<file path="src/rtl/led_comet_driver.sv">
`default_nettype none
// ============================================================================
// Module   : led_comet_driver
// Brief    : Comet head sweeping N_LED outputs with a PWM-dimmed fading trail.
//            Optional ping-pong behaviour compiled in by LED_COMET_BOUNCE_EN.
// Revision : 1.0 - initial release
// ============================================================================
module led_comet_driver #(
  parameter int N_LED       = 8,
  parameter int STEP_CYCLES = 300,
  parameter int PWM_MAX     = 8,
  parameter int DECAY       = 2
) (
  input  logic                     clk,
  input  logic                     rst,
  input  logic                     en,
  input  logic                     dir,
  input  logic                     bounce,
  output logic [N_LED-1:0]         led_out,
  output logic [$clog2(N_LED)-1:0] head,
  output logic                     step_pulse
);

  localparam int c_head_w = $clog2(N_LED);
  localparam int c_duty_w = $clog2(PWM_MAX + 1);
  localparam int c_step_w = (STEP_CYCLES > 1) ? $clog2(STEP_CYCLES) : 1;

  localparam logic [c_head_w-1:0] c_head_last = c_head_w'(N_LED - 1);
  localparam logic [c_step_w-1:0] c_step_last = c_step_w'(STEP_CYCLES - 1);
  localparam logic [c_duty_w-1:0] c_pwm_max   = c_duty_w'(PWM_MAX);
  localparam logic [c_duty_w-1:0] c_decay     = c_duty_w'(DECAY);

  logic [c_step_w-1:0] r_step_cnt;
  logic [c_duty_w-1:0] r_pwm_cnt;
  logic [c_duty_w-1:0] r_duty [N_LED];
  logic [c_head_w-1:0] r_head;
  logic                r_cur_dir;
  logic [N_LED-1:0]    r_led_out;
  logic                r_step_pulse;

  logic                w_step;
  logic [c_head_w-1:0] w_head_inc;
  logic [c_head_w-1:0] w_head_dec;
  logic [c_head_w-1:0] w_next_head;
  logic                w_next_dir;
  logic [c_duty_w-1:0] w_duty_dec [N_LED];

  assign w_step     = en && (r_step_cnt == c_step_last);
  assign led_out    = r_led_out;
  assign head       = r_head;
  assign step_pulse = r_step_pulse;

  // Step-rate divider: holds while paused so a pending step fires on resume
  always_ff @(posedge clk or posedge rst) begin
    if (rst) begin
      r_step_cnt <= '0;
    end else if (w_step) begin
      r_step_cnt <= '0;
    end else if (en) begin
      r_step_cnt <= r_step_cnt + c_step_w'(1);
    end
  end

  always_ff @(posedge clk or posedge rst) begin
    if (rst) begin
      r_pwm_cnt <= '0;
    end else if (r_pwm_cnt == c_pwm_max) begin
      r_pwm_cnt <= '0;
    end else begin
      r_pwm_cnt <= r_pwm_cnt + c_duty_w'(1);
    end
  end

  always_comb begin
    w_head_inc  = (r_head == c_head_last) ? '0 : r_head + c_head_w'(1);
    w_head_dec  = (r_head == '0) ? c_head_last : r_head - c_head_w'(1);
    w_next_head = dir ? w_head_dec : w_head_inc;
    w_next_dir  = dir;
`ifdef LED_COMET_BOUNCE_EN
    // Ping-pong follows the stored direction and reflects off either end
    if (bounce) begin
      w_next_dir = r_cur_dir;
      if (!r_cur_dir) begin
        if (r_head == c_head_last) begin
          w_next_head = c_head_last - c_head_w'(1);
          w_next_dir  = 1'b1;
        end else begin
          w_next_head = r_head + c_head_w'(1);
        end
      end else begin
        if (r_head == '0) begin
          w_next_head = c_head_w'(1);
          w_next_dir  = 1'b0;
        end else begin
          w_next_head = r_head - c_head_w'(1);
        end
      end
    end
`endif
  end

`ifndef LED_COMET_BOUNCE_EN
  logic w_unused;
  assign w_unused = bounce ^ r_cur_dir;
`endif

  always_comb begin
    for (int i = 0; i < N_LED; i++) begin
      if (32'(r_duty[i]) >= DECAY) begin
        w_duty_dec[i] = r_duty[i] - c_decay;
      end else begin
        w_duty_dec[i] = '0;
      end
    end
  end

  always_ff @(posedge clk or posedge rst) begin
    if (rst) begin
      r_head       <= '0;
      r_cur_dir    <= 1'b0;
      r_step_pulse <= 1'b0;
      for (int i = 0; i < N_LED; i++) begin
        r_duty[i] <= '0;
      end
    end else begin
      r_step_pulse <= w_step;
      if (w_step) begin
        r_head    <= w_next_head;
        r_cur_dir <= w_next_dir;
        for (int i = 0; i < N_LED; i++) begin
          r_duty[i] <= (c_head_w'(i) == w_next_head) ? c_pwm_max : w_duty_dec[i];
        end
      end
    end
  end

  always_ff @(posedge clk or posedge rst) begin
    if (rst) begin
      r_led_out <= '0;
    end else begin
      for (int i = 0; i < N_LED; i++) begin
        r_led_out[i] <= (r_pwm_cnt < r_duty[i]);
      end
    end
  end

endmodule
`default_nettype wire

</file>
<file path="config.mk">
export PLATFORM = sky130hd
export DESIGN_NAME = led_comet_driver
export DESIGN_NICKNAME = d
export VERILOG_FILES = /design/src/rtl/led_comet_driver.sv
export SDC_FILE = /design/constraint.sdc
export NUM_CORES = 1
export LEC_CHECK = 0
export CAP_MARGIN = 20
export CORE_ASPECT_RATIO = 1.4
export CORE_MARGIN = 3
export CORE_UTILIZATION = 50
export CTS_CLUSTER_DIAMETER = 60
export DETAILED_ROUTE_END_ITERATION = 10
export HOLD_SLACK_MARGIN = 0.15
export PLACE_DENSITY = 0.66
export SYNTH_ARGS = -nofsm -noshare
export SYNTH_HDL_FRONTEND = slang
export SYNTH_SLANG_ARGS = --single-unit
</file>
<file path="constraint.sdc">
create_clock -name clk -period 2.4 [get_ports clk]
set_clock_uncertainty 0.2 [all_clocks]
set_input_delay 0.48 -clock clk [delete_from_list [all_inputs] [get_ports clk]]
set_output_delay 0.48 -clock clk [all_outputs]
set_load 0.01 [all_outputs]
</file>
# == After elaboration in Yosys (flattened, before gate mapping) ==
# Index checks and enable logic that the tools add are counted.
# classes
eq_ne,10
n_addsub,12
order_cmp,16
n_reduce_logical,4
muxes,22
# op_table
op,n
2-to-1 mux 4 bit,17
"greater-or-equal comparator 4 x 2 -> 1 bit, second input constant",8
< comparator 4 bit,8
"subtractor 4 x 2 -> 4 bit, second input constant",8
2-to-1 mux 9 bit,2
"== test 3 bit, first input constant",4
"adder 9 x 1 -> 9 bit, second input constant",1
"== test 9 bit, second input constant",1
2-to-1 mux 3 bit,3
"== test 2 x 3 -> 1 bit, first input constant",2
logical NOT 3 bit,2
"adder 4 x 1 -> 4 bit, second input constant",1
"== test 4 bit, second input constant",1
"adder 3 x 1 -> 3 bit, second input constant",1
"== test 1 x 3 -> 1 bit, first input constant",1
"== test 3 bit, second input constant",1
"subtractor 3 x 1 -> 3 bit, second input constant",1
nonzero test 2 bit,1
logical AND 1 bit,1
# word_totals
wordCells,77
output_inout_bits,12
inputBits,5
ff_bits,57

# == Logic depth before layout (Yosys ltp) ==
# logic_depth
depth_word,5
depth_mapped,7

# == Worst setup path before layout ==
# No wires, ideal clock.
# synth_path
path_type,register to register
from,reg r_head[0] (netlist: head[0])
to,reg r_duty[18] (netlist bit)
path_buffers,1
setup_slack_ns,0.218
t_arrival_ns,1.861
stages_incl_launch_ff,8
setup_time_ns,0.121
required_ns,2.079
cell_sequence,dfrtp_1 inv_1 ha_1 or3_1 a31oi_1 buf_2 a31oi_1 o22a_1
# synth_between
elab_chain_len,5
# synth_rtl
element,line,rtl
start: declaration,36,logic [c_head_w-1:0] r_head;
start signal: assignment,128,r_head <= w_next_head;
adder 3 x 1 -> 3 bit (tied with other cells),75,w_head_inc = (r_head == c_head_last) ? '0 : r_head + c_head_w'(1);
2-to-1 mux 3 bit (on tied branches),"75, 76",
2-to-1 mux 3 bit (*),77,w_next_head = dir ? w_head_dec : w_head_inc;
== test 2 x 3 -> 1 bit (*),131,r_duty[i] <= (c_head_w'(i) == w_next_head) ? c_pwm_max : w_duty_dec[i];
2-to-1 mux 4 bit (*),131,
end signal: indexed assignment,131,
end: declaration,35,logic [c_duty_w-1:0] r_duty [N_LED];
# Every way passes the cells marked *; elsewhere a longest branch is shown, timed or not.
# A chain may end at the register's enable or synchronous reset.

# == Worst setup path after layout ==
# layout_path
from,in en
to,reg r_duty[17] (netlist bit)
# layout_between
elab_chain_len,1
# layout_rtl
element,line,rtl
start: declaration,16,"input logic en,"
logical AND 1 bit,48,assign w_step = en && (r_step_cnt == c_step_last);
# Every way passes these cells.

==> metrics.md <==
| Metric | Value |
|---|---|
| Status | finished, final reports clean |
| R2r worst-path depth | 8 |
| VDD IR max | 0.541 mV |
| Leakage | 0.00153 uW |
| Die Y | 96.8 um |
| DR WL/cell | 15.2 um |
| Slowest stage delay, CP | 540 ps |
| CTS tree | done |
| # IOs | 17 |
| Min-delay src | r_pwm_cnt[0] |
| CTS H-Tree Depth | 2 |
| Site row count | 32 |
| Hold Crit Class | register to register |
| Worst-path cell chain | clkdlybuf4s50_1, nand3_1, or4_1, buf_4, a211oi_1, a22o_1 |
| Pre-CTS setup slack | -63.0 ps |
| Syn Nets | 338 |
| Syn Inst Count | 294 |
| Worst slew margin | 63.9% |
| Hold EP | r_pwm_cnt[0] |
| Fmax | 464 MHz |
| CTS Root Cell | clkbuf_8 |
| Tcrit/Tclk final | 89.7% |
| CTS Buf Count | 5 |
| Clock Latency Late Sink | 300 ps |
| Worst slew pin tran | 541 ps |
| Total grt overflow | 0 |
| Top_reg_cell synth | dfrtp_1 |
| First-pass GRT wire length | 10600 um |
| Pwr per Cell Area | 519 nW/um^2 |
| Final Util | 61.4% |
| WL final | 6030 um |
| Vias/cell | 5.60 |
| Worst Path Required | 2440 ps |
| Post-synthesis sequential area ratio | 41.7% |
| Layout cells sized above 1 | 11.9% |
| Clock buffer depth | 2 |
| Hold Crit Depth | 1 |
| Die area | 6860 sq um |
| Width of the chip | 70.8 um |
| Vias in the first global route | 2306 |
| Slew Limit Fails | 0 |
| Max FO, Critical Path | 7 |
| Crit path setup slack, layout | 246 ps |
| Max cap viols | 0 |
| Synth async-reset ratio | 100% |
| Core area | 5610 sq um |
| FF+latch count, synth | 49 |
| Iter 0 DRT Violations | 77 |
| Antenna violations before repair | 0 |
| Initial Util | 52.5% |
| Post-CTS setup buffer count | 0 |
| Synthesized area | 2940 sq um |
| Most frequent cells in the layout | dfrtp_1 (49), ha_1 (39), inv_1 (30) |
| Commonest non-fill, non-tap cell in the layout | dfrtp_1 |
| Critical path type | primary input to register |
| Fin nets | 372 |
| Finished Layout Cells | 397 |
| Largest net degree at the start of global routing | 30 |
| Worst r2r dst | r_duty[18] |
| Final instance area | 3440 sq um |
| ANT cells | 0 |
| Final setup vio count | 0 |
| R2R Path Start | head[1] |
| Register clock-pin slew on the reported worst setup and hold paths | 90 ps |
| Fin. Hold Viols | 0 |
| Synth top area share | 41.7% |
| Area leader, netlist | dfrtp_1 |
| Min Hold Slack | 299 ps |
| RSZ-0062 raised after global routing | no |
| GRT Total Usage | 19.1% |
| Routability cong. | 0.822 |
| CP arrival | 2200 ps |
| Layout area overhead | 16.9% |
| Mean post-synth cell area | 10.0 sq um |
| # DRC | 0 |
| CP Launch Type | primary input |
| Post_cts resized | 0 |
| Slowest stage cell, crit path | or4_1 |
| Reg-to-reg slack, setup | 260 ps |
| HPWL after detailed placement | 4370 um |
| DR vias | 2225 |
| EDFF count, synth | 0 |
| CP Capture Type | register |
| Antenna Nets Post-Route | 0 |
| Placed Cells | 389 |
| Synth Warn # | 0 |
| Top cells by area, synth | dfrtp_1 (42%), ha_1 (17%), inv_1 (4.0%) |
| IO Port Bufs | 15 |
| Fin crit period | 2150 ps |
| Synth cell types | 45 |
| Area after DPL | 3310 sq um |
| Hold_buf cts | 0 |
| CTS sink cnt | 49 |
| Drt first pass iters | 4 |
## worst max-delay path: cells and delay by family
family | cells | cell delay [ps]
buffers and inverters | 2 | 720
AND/OR/NAND/NOR | 2 | 640
AO/OA/AOI/OAI | 2 | 360
## worst max path at each step
stage / to / start / slack [ps] / depth (start not counted)
floorplan: r_duty[18] / head[0] / 220 / 7
global placement: r_duty[17] / en / -20 / 6
detailed placement: r_duty[17] / en / -60 / 6
CTS: r_duty[3] / head[0] / 230 / 7
global route: r_duty[18] / head[1] / 90 / 8
finish: r_duty[17] / en / 250 / 6
## final cells by class
class                      count  area [sq um]
fill                         513          2170
multi-input combinational    201          1530
clock inverter                 3          65.1
clock buffer                   5          68.8
tap                           68          85.1
timing repair buffer          39           343
inverter                      32           120
sequential                    49          1230
## cell families after synthesis
kind of cell    after synthesis  share of synthesized area [%]
fa+ha+maj                    39                           16.6
buf+inv                      44                           6.29
simple gates                 57                           10.4
xor+xnor                     10                           2.98
flops                        49                           41.7
mux                           1                          0.340
compound gates               94                           21.8
## registers in the layout (all words and copies together) (netlist names)
name / flops
step_pulse: 1
led_out: 8
r_duty: 24
head: 3
r_step_cnt: 9
r_pwm_cnt: 4
## stage by stage
stage          power (uW)  TNS, ps
6_report             1780        0
5_1_grt              1860        0
4_1_cts              1800        0
3_5_place_dp         1100    -63.0
3_3_place_gp         1100    -20.3
2_1_floorplan        1030        0
## routing by layer
| metal | routed length (um) | vias to the layer above | part of all wire, % | GRT usage [%] |
|---|---|---|---|---|
| met5 | 0 | - | 0 | 0 |
| met4 | 64 | 0 | 1.1 | 6.80 |
| met3 | 112 | 6 | 1.9 | 2.70 |
| met2 | 3090 | 21 | 51 | 32.7 |
| met1 | 2760 | 1067 | 46 | 24.2 |
| li1 | - | 1131 | - | - |
## power by group
part,leakage (uW),internal [uW],switching [uW]
Sequential,0.000633,866,51.1
Clock,0.0000681,414,287
Combinational,0.000825,80.6,85.2
Total,0.00153,1360,423
## synthesized netlist by cell type (all sizes together), types with 5 or more instances
cell    number
a21oi       18
o211ai       8
inv         32
a22o        10
o31ai        8
o22a         7
xor2         5
xnor2        5
nand2b       8
nand2       18
buf          6
nand3        8
o21ai       21
nor2         6
clkbuf       6
a31oi       10
dfrtp       49
ha          39
No activity file was read; power rests on OpenSTA's default activity.
